File: src/rtl/button_conditioner_ice.sv
// rtl/button_conditioner_ice.sv - three-channel push-button synchroniser, debouncer, press and long-hold detector
module button_conditioner_ice #(
  parameter int DEBOUNCE_CYCLES = 10000,
  parameter int HOLD_CYCLES     = 1000000,
  parameter int CNT_W           = 14,
  parameter int HOLD_W          = 20
) (
  input  logic       clk_in,
  input  logic       res,
  input  logic       ena,
  input  logic [2:0] i_buttons,
  output logic [2:0] o_level,
  output logic [2:0] o_press,
  output logic [2:0] o_hold
);

  typedef enum logic [1:0] {
    IDLE     = 2'd0,
    RISE_CHK = 2'd1,
    HIGH     = 2'd2,
    FALL_CHK = 2'd3
  } state_t;

  // Debounce counter value on the last sample of a qualifying run.
  localparam logic [CNT_W-1:0]  DEB_LAST  = CNT_W'(DEBOUNCE_CYCLES - 1);
  // Hold counter saturation point and the value one step before it.
  localparam logic [HOLD_W-1:0] HOLD_TOP  = HOLD_W'(HOLD_CYCLES);
  localparam logic [HOLD_W-1:0] HOLD_LAST = HOLD_W'(HOLD_CYCLES - 1);

  logic [2:0] s1_q;
  logic [2:0] s2_q;

  // Two-flop synchroniser; runs regardless of ena so the frozen FSMs resume on fresh data.
  always_ff @(posedge clk_in or posedge res) begin
    if (res) begin
      s1_q <= '0;
      s2_q <= '0;
    end else begin
      s1_q <= i_buttons;
      s2_q <= s1_q;
    end
  end

  for (genvar g = 0; g < 3; g++) begin : g_chan
    state_t            state_q;
    state_t            state_d;
    logic [CNT_W-1:0]  cnt_q;
    logic [CNT_W-1:0]  cnt_d;
    logic [HOLD_W-1:0] hcnt_q;
    logic [HOLD_W-1:0] hcnt_d;
    logic              level_q;
    logic              level_d;
    logic              press_q;
    logic              press_d;
    logic              hold_q;
    logic              hold_d;

    logic              btn;
    logic              deb_done;
    logic [HOLD_W-1:0] hcnt_step;
    logic              hold_fire;

    assign btn       = s2_q[g];
    assign deb_done  = (cnt_q == DEB_LAST);
    // Hold counter advances until it reaches HOLD_CYCLES and then sticks there.
    assign hcnt_step = (hcnt_q != HOLD_TOP) ? (hcnt_q + HOLD_W'(1)) : hcnt_q;
    // Fires only on the single step into saturation, so it cannot repeat while held.
    assign hold_fire = (hcnt_q == HOLD_LAST);

    // State and registered outputs; reset returns the channel to IDLE at once.
    always_ff @(posedge clk_in or posedge res) begin
      if (res) begin
        state_q <= IDLE;
        cnt_q   <= '0;
        hcnt_q  <= '0;
        level_q <= 1'b0;
        press_q <= 1'b0;
        hold_q  <= 1'b0;
      end else begin
        state_q <= state_d;
        cnt_q   <= cnt_d;
        hcnt_q  <= hcnt_d;
        level_q <= level_d;
        press_q <= press_d;
        hold_q  <= hold_d;
      end
    end

    // Next-state: a level change is accepted only after a full run of stable samples.
    always_comb begin
      state_d = state_q;
      if (ena) begin
        case (state_q)
          IDLE:     if (btn) state_d = RISE_CHK;
          RISE_CHK: begin
            if (!btn)          state_d = IDLE;
            else if (deb_done) state_d = HIGH;
          end
          HIGH:     if (!btn) state_d = FALL_CHK;
          FALL_CHK: begin
            if (btn)           state_d = HIGH;
            else if (deb_done) state_d = IDLE;
          end
          default:  state_d = IDLE;
        endcase
      end
    end

    // Counters and outputs; with ena low everything holds and the pulses are suppressed.
    always_comb begin
      cnt_d   = cnt_q;
      hcnt_d  = hcnt_q;
      level_d = level_q;
      press_d = 1'b0;
      hold_d  = 1'b0;
      if (ena) begin
        case (state_q)
          IDLE: begin
            cnt_d = btn ? CNT_W'(1) : '0;
          end
          RISE_CHK: begin
            if (!btn) begin
              cnt_d = '0;
            end else if (deb_done) begin
              cnt_d   = '0;
              hcnt_d  = '0;
              level_d = 1'b1;
              press_d = 1'b1;
            end else begin
              cnt_d = cnt_q + CNT_W'(1);
            end
          end
          HIGH: begin
            cnt_d  = btn ? '0 : CNT_W'(1);
            hcnt_d = hcnt_step;
            hold_d = hold_fire;
          end
          FALL_CHK: begin
            if (btn) begin
              cnt_d  = '0;
              hcnt_d = hcnt_step;
              hold_d = hold_fire;
            end else if (deb_done) begin
              // Release accepted: no hold pulse on the same edge the level drops.
              cnt_d   = '0;
              hcnt_d  = '0;
              level_d = 1'b0;
            end else begin
              cnt_d  = cnt_q + CNT_W'(1);
              hcnt_d = hcnt_step;
              hold_d = hold_fire;
            end
          end
          default: begin
            cnt_d   = '0;
            hcnt_d  = '0;
            level_d = 1'b0;
          end
        endcase
      end
    end

    assign o_level[g] = level_q;
    assign o_press[g] = press_q;
    assign o_hold[g]  = hold_q;
  end

endmodule

File: config.mk
export PLATFORM = sky130hd
export DESIGN_NAME = button_conditioner_ice
export DESIGN_NICKNAME = d
export VERILOG_FILES = /design/src/rtl/button_conditioner_ice.sv
export SDC_FILE = /design/constraint.sdc
export NUM_CORES = 1
export LEC_CHECK = 0
export ABC_AREA = 1
export BUFFER_PORTS_ARGS = -buffer_cell sky130_fd_sc_hd__buf_4
export CORE_MARGIN = 1
export CORE_UTILIZATION = 40
export DETAILED_ROUTE_END_ITERATION = 6
export GPL_ROUTABILITY_DRIVEN = 0
export HOLD_SLACK_MARGIN = 0.15
export SYNTH_ARGS = -nofsm -noshare
export SYNTH_HDL_FRONTEND = slang
export SYNTH_SLANG_ARGS = --single-unit
File: constraint.sdc
create_clock -name clk_in -period 6.1 [get_ports clk_in]
set_clock_uncertainty 0.2 [all_clocks]
set_input_delay 1.22 -clock clk_in [delete_from_list [all_inputs] [get_ports clk_in]]
set_output_delay 1.22 -clock clk_in [all_outputs]
set_load 0.05 [all_outputs]
==> summary.txt, run 1 <==
Synthesis
  • Post-synth EDFFs: 0
  • Post-synth top area share: 0.407
  • #FFs+latches synth: about 120
  • Mean Syn Cell Area: just over 7 µm²
  • Leading area contributor after synthesis: dfrtp_1
  • Netlist cell types: 43
  • FFs w/ async S/R, synth: 1.00
  • Mapped Cells: about 1,100
  • Sequential element share of the synthesized area: 0.407
  • Simple-gate portion of the synthesized area: 0.381
  • Post-Syn Area: about 7600 µm²
  • Main synth FF type: dfrtp_1
  • Mux contribution to synthesized area: 0
  • YS warnings: 0
  • Synth Area in Compound Gates: 0.0647
  • Syn Nets: between 1,000 and 1,500
  • Post-synthesis adder-cell area fraction: 0.0149
  • Synth top area cells: dfrtp_1 41%, nand2_1 14%, nor2_1 8.7%
  • Xor and xnor area share after synthesis: 0.0394
  • Main combinational cell family by area after synthesis: simple AND/OR/NAND/NOR gates

Layout
  • Final instance area: 8410 µm²
  • Layout fillers: about 1,900
  • Antenna Cells: 0
  • Fin nets: 1,094
  • Share of cells above drive strength 1: 0.0778
  • Layout area overhead: 11.3%

Critical path
  • R2R depth: 10
  • Worst r2r src: g_chan[1].cnt_q[0]
  • Reg2reg end: g_chan[1].hcnt_q[6]
  • CP max stage delay: 0.36 ns
  • CP arrival: approximately 2.9 ns
  • CP Max Fanout: 22
  • CP Data Required Time: approximately 6.2 ns
  • Crit path capture type: flip-flop
  • Worst Setup SP: ena
  • Cells along the critical path: buf_4 -> inv_2 -> o31ai_4 -> nand2_4 -> nor2_4 -> inv_1 -> o21ai_0 -> nor2_1
  • WS Path Type: in2reg
  • Worst setup SP type: input pin
  • Slowest cell on crit path: o31ai_4
  • R2r setup slk: approximately 4 ns

Placement
  • Placed Instance Area: about 7800 µm²
  • DPL Wire Length: 11,600 µm
  • Setup slack at placement: 2.87 ns
  • PortBufs: 14

Drt
  • Drt wl/cell: around 13 µm
  • Post-route DRC: 0
  • TritonRoute pass-1 iters: 5
  • Vias: about 6,600
  • DRT Wirelength: ~17,000 µm
  • Vias/cell: roughly 5
  • Initial DRC Count: between 300 and 400
  • Final ANT Viol Nets: 0

Die
  • Site row count: 49
  • Die Y: 139 µm
  • IO Count: 15
  • Die ar.: between 15,000 and 20,000 µm²
  • Core Area: 18,300 µm²
  • Initial Util: 0.414
  • Die Width: approximately 140 µm

STA
  • Final Cycle Share: 0.456
  • FMAX: around 360 MHz
  • RSZ-0062 raised after global routing: no
  • Slew HR: 0.384
  • Slew Limit Fails: 0
  • Final worst slack: 3.32 ns
  • Fin. Hold Viols: 0
  • Min cycle time layout: about 2.8 ns
  • Hold_ws: around 0.16 ns
  • Worst-Margin Slew: just over 0.9 ns
  • Final setup viols: 0
  • Setup TNS: 0 ns

Global route
  • Vias in the first global route: between 6,000 and 7,000
  • Largest net degree at the start of global routing: 65
  • Gr ovfl total: 0
  • Tot GR Track Use: 0.184
  • Initial antenna violation count: 0
  • First-pass GRT wire length: 29,100 µm

Clocking
  • CTS buffer count: 17
  • CTS tree: built
  • Clock Path Buffers: 2
  • CTS resizes: 0
  • H-Tree Depth: 4
  • Clock Sinks: 123
  • CTS clk-pin slew, worst paths: roughly 0.060 ns
  • Worst skew pair latency: 0.41 ns
  • Clk root buf: clkbuf_16

Min path
  • WHS Endpoint: s2_q[0]
  • WHS Path Cells: 0
  • Worst Hold Class: reg2reg
  • Hold Path Origin: s1_q[0]

Power
  • Maximum VDD drop: 214 µV
  • PwrDens: ~340 nW/µm²
  • Leakage: 3.94 nW

Job
  • Max-cap viol count: 0

Outcome
  • Run status: completed
-- metal layers --
metal	wire (µm)	global-route usage	share of wire	vias up
met4	280	0.0655	0.017	0
met5	0	0	0	-
met1	8150	0.239	0.49	3031
met3	486	0.0365	0.029	33
met2	7720	0.306	0.46	108
li1	-	-	-	3430
-- what timing repair did --
action	4_1_cts	5_1_grt
setup buffers	0	0
endpoints found under the hold margin	1	0
hold buffers	1	0
-- final cells by class --
type                            count  area (µm²)  share of cell area
Clock inverter                      6         108              0.0128
Sequential cell                   123        3080               0.366
Timing Repair Buffer               17         130              0.0155
Inverter                          136         526              0.0625
Multi-Input combinational cell    784        3780               0.449
Tap cell                          229         287              0.0341
Clock buffer                       26         509              0.0605
-- cells in the final DEF, fill, tap and decap left out, types with 4 or more instances in the layout --
cell type	Yosys	layout
xor2_1	27	27
xnor2_1	7	7
a21oi_1	33	33
o22ai_1	5	5
nand2_2	6	6
nor3_1	45	45
clkbuf_16	0	17
o21ai_0	33	33
nor2_2	5	5
nor3b_1	4	4
nand3_1	69	69
a31oi_1	4	4
nand2_1	285	285
clkbuf_8	0	5
nor2_1	175	175
clkbuf_1	2	4
nor4_1	7	7
buf_4	11	16
ha_1	9	9
inv_2	7	7
inv_1	124	123
nand2_4	6	6
nand4_1	35	35
dfrtp_1	123	123
-- sequential cells by signal (all words and copies together) (netlist names), named ones only --
signal / cells
g_chan.state_q: 3
s1_q: 3
g_chan.cnt_q: 42
g_chan.hcnt_q: 60
s2_q: 3
g_chan.hold_q: 3
g_chan.level_q: 3
g_chan.press_q: 3
-- through the flow --
step,cells,total power [mW],utilization
global placement,1288,1.78,0.426
finish,1321,2.83,0.460
global route,1321,3.02,0.460
detailed placement,1288,1.79,0.426
CTS,1321,2.86,0.460
floorplan,1067,1.64,-
-- synth_stat cells (all sizes together) (3+ instances only) --
cell and instances:
nand2 297, nor2 183, inv 133, dfrtp 123, nand3 71, nor3 45, o21ai 38, nand4 37
a21oi 33, xor2 27, buf 22, ha 9, nor4 7, xnor2 7, nor3b 5, o22ai 5
a31oi 4, and2 3, clkinv 3, o21bai 3, or2 3
-- kinds of logic (layout without fill, tap and decap cells) --
group                    Yosys count  count (layout)
adder cells (fa/ha/maj)            9               9
buffers and inverters            160             185
XOR/XNOR                          34              34
AO/OA/AOI/OAI                     87              87
flip-flops                       123             123
AND/OR/NAND/NOR                  654             654
-- critical path: cells and delay by family --
family	cells	cell delay (ns)
AO/OA/AOI/OAI	2	0.44
AND/OR/NAND/NOR	3	0.60
buffers and inverters	3	0.59
-- report_power, final --
group | total (mW) | switching (mW) | leakage, nW | internal (mW)
clock network | 1.05 | 0.358 | 0.301 | 0.696
logic | 0.705 | 0.489 | 1.98 | 0.216
registers | 1.07 | 0.133 | 1.66 | 0.934
total | 2.83 | 0.980 | 3.94 | 1.85
-- how the worst max path moves through the flow --
stage	end	slack, ns	cells after the start
final	g_chan[0].hcnt_q[2]	3.32	8
after global routing	g_chan[0].hcnt_q[2]	3.17	8
after CTS	g_chan[0].hcnt_q[2]	3.30	8
after detailed placement	g_chan[0].hcnt_q[2]	2.87	8
after global placement	g_chan[0].hcnt_q[2]	2.91	8
after floorplan	async pin	1.41	1
No activity file was read; power rests on OpenSTA's default activity.
==> run 2, diff against run 1 <==
- ABC_AREA: 1 -> 0
- clock period: 6.1 -> 2.4 ns (I/O delays scaled with it)
==> run 2 against run 1 <==
  * Hold slack gained 0.0012 ns
  * Count of clock-buffer cells in the layout decreased by 9
  * Largest power group is now clock
  * Register-to-register slack got worse by 3.8 ns
  * Sequential share of layout area rose by 1.2 points
  * Die area down 10%
  * Setup slack worse by 3.2 ns
  * Largest cell class unchanged
==> summary.txt, run 2 <==
Clocking
  • Worst skew pair latency: 0.41 ns (about the same)
  • Clk root buf: clkbuf_16
  • Clock Path Buffers: 2 (unchanged)
  • CTS clk-pin slew, worst paths: 0.06 ns (about the same)
  • H-Tree Depth: 4 (unchanged)
  • Clock Sinks: 123 (unchanged)
  • CTS buffer count: 17 (unchanged)
  • CTS tree: built

Job
  • Max-cap viol count: 0 (unchanged)

Min path
  • Hold Path Origin: s1_q[1]
  • WHS Path Cells: 0 (unchanged)
  • WHS Endpoint: s2_q[1]
  • Worst Hold Class: reg2reg

STA
  • Final Cycle Share: 0.944
  • Setup TNS: 0 ns (unchanged)
  • Fin. Hold Viols: 0 (unchanged)
  • Slew HR: 0.572 (+0.188)
  • Worst-Margin Slew: 0.637 ns (-0.287 ns)
  • Final setup viols: 0 (unchanged)
  • FMAX: ~440 MHz
  • Final worst slack: 0.135 ns (-3.18 ns)
  • Min cycle time layout: about 2.3 ns
  • RSZ-0062 raised after global routing: no
  • Slew Limit Fails: 0 (unchanged)

Layout
  • Most frequent cells in the layout: 123 x dfrtp_1, 85 x nand2_1, 64 x buf_4
  • Fin nets: 807 (-26%)
  • Commonest non-fill, non-tap cell in the layout: dfrtp_1
  • Layout Cells excl Fill: 1,025 (-22%)
  • Largest reg by FF count: g_chan.hcnt_q
  • Max FFs per register: 60 (unchanged)
  • Layout area overhead: 20.2%
  • Largest registers: g_chan.hcnt_q: 60 flops, g_chan.cnt_q: 42 flops
  • Layout fillers: 1,556 (-16%)
  • Share of cells above drive strength 1: 0.152 (+0.0737)
  • Antenna Cells: 0 (unchanged)

Drt
  • TritonRoute pass-1 iters: 4 (-1)
  • Initial DRC Count: 433 (+15%)
  • DRT Wirelength: 14,600 µm (-12%)
  • Drt wl/cell: 14.3 µm (+13%)
  • Vias: 5,611 (-15%)
  • Post-route DRC: 0 (unchanged)
  • Final ANT Viol Nets: 0 (unchanged)
  • Vias/cell: 5.47 (+9.5%)

Global route
  • First-pass GRT wire length: 25,700 µm (-12%)
  • Largest net degree at the start of global routing: 47 (-28%)
  • Tot GR Track Use: 0.179 (-0.00515)
  • Gr ovfl total: 0 (unchanged)
  • Initial antenna violation count: 0 (unchanged)
  • Vias in the first global route: 5,582 (-9.1%)

Synthesis
  • Leading area contributor after synthesis: dfrtp_1
  • YS warnings: 0 (unchanged)
  • Sequential element share of the synthesized area: 0.454 (+0.0473)
  • Post-synth top area share: 0.454 (+0.0473)
  • Post-synthesis adder-cell area fraction: 0.0166 (+0.00173)
  • Post-Syn Area: 6770 µm² (-10%)
  • Post-synth EDFFs: 0 (unchanged)
  • Xor and xnor area share after synthesis: 0.0504 (+0.0110)
  • Mean Syn Cell Area: 9.18 µm² (+30%)
  • Netlist cell types: 63 (+47%)
  • FFs w/ async S/R, synth: 1.00 (unchanged)
  • Main synth FF type: dfrtp_1
  • #FFs+latches synth: 123 (unchanged)
  • Synth top area cells: dfrtp_1 45%, nand2_1 4.7%, nand3_1 3.4%
  • Top-count cell post-synth: dfrtp_1
  • Mux contribution to synthesized area: 0.0242 (+0.0242)
  • Mapped Cells: 738 (-31%)
  • Syn Nets: 753 (-30%)
  • Top cells by count, synth: 123 x dfrtp_1, 85 x nand2_1, 61 x nor2_1
  • Main combinational cell family by area after synthesis: simple AND/OR/NAND/NOR gates
  • Simple-gate portion of the synthesized area: 0.296 (-0.0842)
  • Synth Area in Compound Gates: 0.112 (+0.0471)

Critical path
  • Crit path capture type: flip-flop
  • R2r setup slk: 0.13 ns (-3.78 ns)
  • CP max stage delay: 0.52 ns (+0.16 ns)
  • Worst r2r src: g_chan[2].cnt_q[1]
  • CP Max Fanout: 12 (-45%)
  • CP Data Required Time: 2.54 ns (-3.66 ns)
  • Slowest cell on crit path: or4b_1
  • Worst setup SP type: flip-flop
  • CP arrival: 2.40 ns (-0.48 ns)
  • Worst Setup SP: g_chan[2].cnt_q[1]
  • Cells along the critical path: ha_1 -> nand4bb_1 -> nor4_4 -> buf_4 -> a21boi_4 -> or4b_1 -> a21oi_1
  • R2R depth: 7 (-3)
  • Reg2reg end: g_chan[2].hcnt_q[10]
  • WS Path Type: reg2reg

Die
  • IO Count: 15 (unchanged)
  • Site row count: 47 (-4.1%)
  • Die ar.: 17,500 µm² (-10%)
  • Die Width: 132 µm (-5.3%)
  • Die Y: 132 µm (-5.3%)
  • Core Area: 16,600 µm² (-9.2%)
  • Initial Util: 0.408 (-0.00537)

Power
  • PwrDens: 717 nW/µm² (+110%)
  • Leakage: 3.46 nW (-12%)
  • Final Power: 5.84 mW (+110%)
  • Maximum VDD drop: 702 µV (+230%)

Placement
  • Setup slack at placement: -0.0108 ns (-2.88 ns)
  • Placed insts: 985 (-24%)
  • PortBufs: 14 (unchanged)
  • DPL Wire Length: 10,100 µm (-12%)

Outcome
  • Run status: completed
[run 2: worst max-delay path by stage]
stage                                      end  cells after the start
after floorplan            g_chan[0].hcnt_q[2]                      7
after global placement    g_chan[2].hcnt_q[14]                      6
after detailed placement   g_chan[2].hcnt_q[8]                      5
after CTS                  g_chan[2].hcnt_q[8]                      5
after global routing      g_chan[2].hcnt_q[11]                      8
final                     g_chan[2].hcnt_q[10]                      7
[run 2: kinds of logic (layout without fill, tap and decap cells)]
logic type | Yosys count | in the layout
compound gates | 118 | 119
xor+xnor | 39 | 39
fa+ha+maj | 9 | 9
buf+inv | 71 | 137
flops | 123 | 123
mux | 16 | 16
simple gates | 362 | 362
[run 2: critical path, delay by kind of cell, from the launching register on]
kind | cells | cell delay, ns
buffers and inverters | 1 | 0.17
flip-flops | 1 | 0.35
AO/OA/AOI/OAI | 2 | 0.27
adder cells (fa/ha/maj) | 1 | 0.17
AND/OR/NAND/NOR | 3 | 1.02
[run 2: stage by stage]
stage	util	hold slack (ns)	instance area [µm²]
after floorplan	-	0.131	6780
after global placement	0.446	0.136	7390
after detailed placement	0.446	0.137	7390
after CTS	0.489	0.161	8110
after global routing	0.491	0.165	8140
final	0.491	0.158	8140
[run 2: timing repair]
action,CTS,global route
gates resized for setup,1,6
cloned,1,0
endpoints found under the setup margin,10,20
hold endpoints to repair,25,0
setup buffers,1,1
pin swaps,2,1
hold buffers,5,0
[run 2: report_power, final]
part | internal, mW | total [mW] | switching [mW] | leakage [nW]
Clock | 1.84 | 2.79 | 0.952 | 0.298
Combinational | 0.293 | 0.668 | 0.375 | 1.49
Sequential | 2.20 | 2.38 | 0.180 | 1.67
Total | 4.33 | 5.84 | 1.51 | 3.46
[run 2: area by class of cell]
cell class / instances / area [µm²] / share of cell area
well taps: 220 / 275 / 0.0338
clock buffers: 17 / 425 / 0.0522
inverters: 33 / 128 / 0.0157
clock inverters: 15 / 223 / 0.0273
repair buffers: 72 / 591 / 0.0725
multi-input cells: 545 / 3420 / 0.420
flip-flops and latches: 123 / 3080 / 0.378
[run 2: metal layers]
metal / vias up / global-route usage / part of all wire
met5: - / 0 / 0
met4: 0 / 0.0640 / 0.016
met3: 22 / 0.0419 / 0.031
met2: 90 / 0.292 / 0.48
met1: 2716 / 0.233 / 0.47
li1: 2783 / - / -
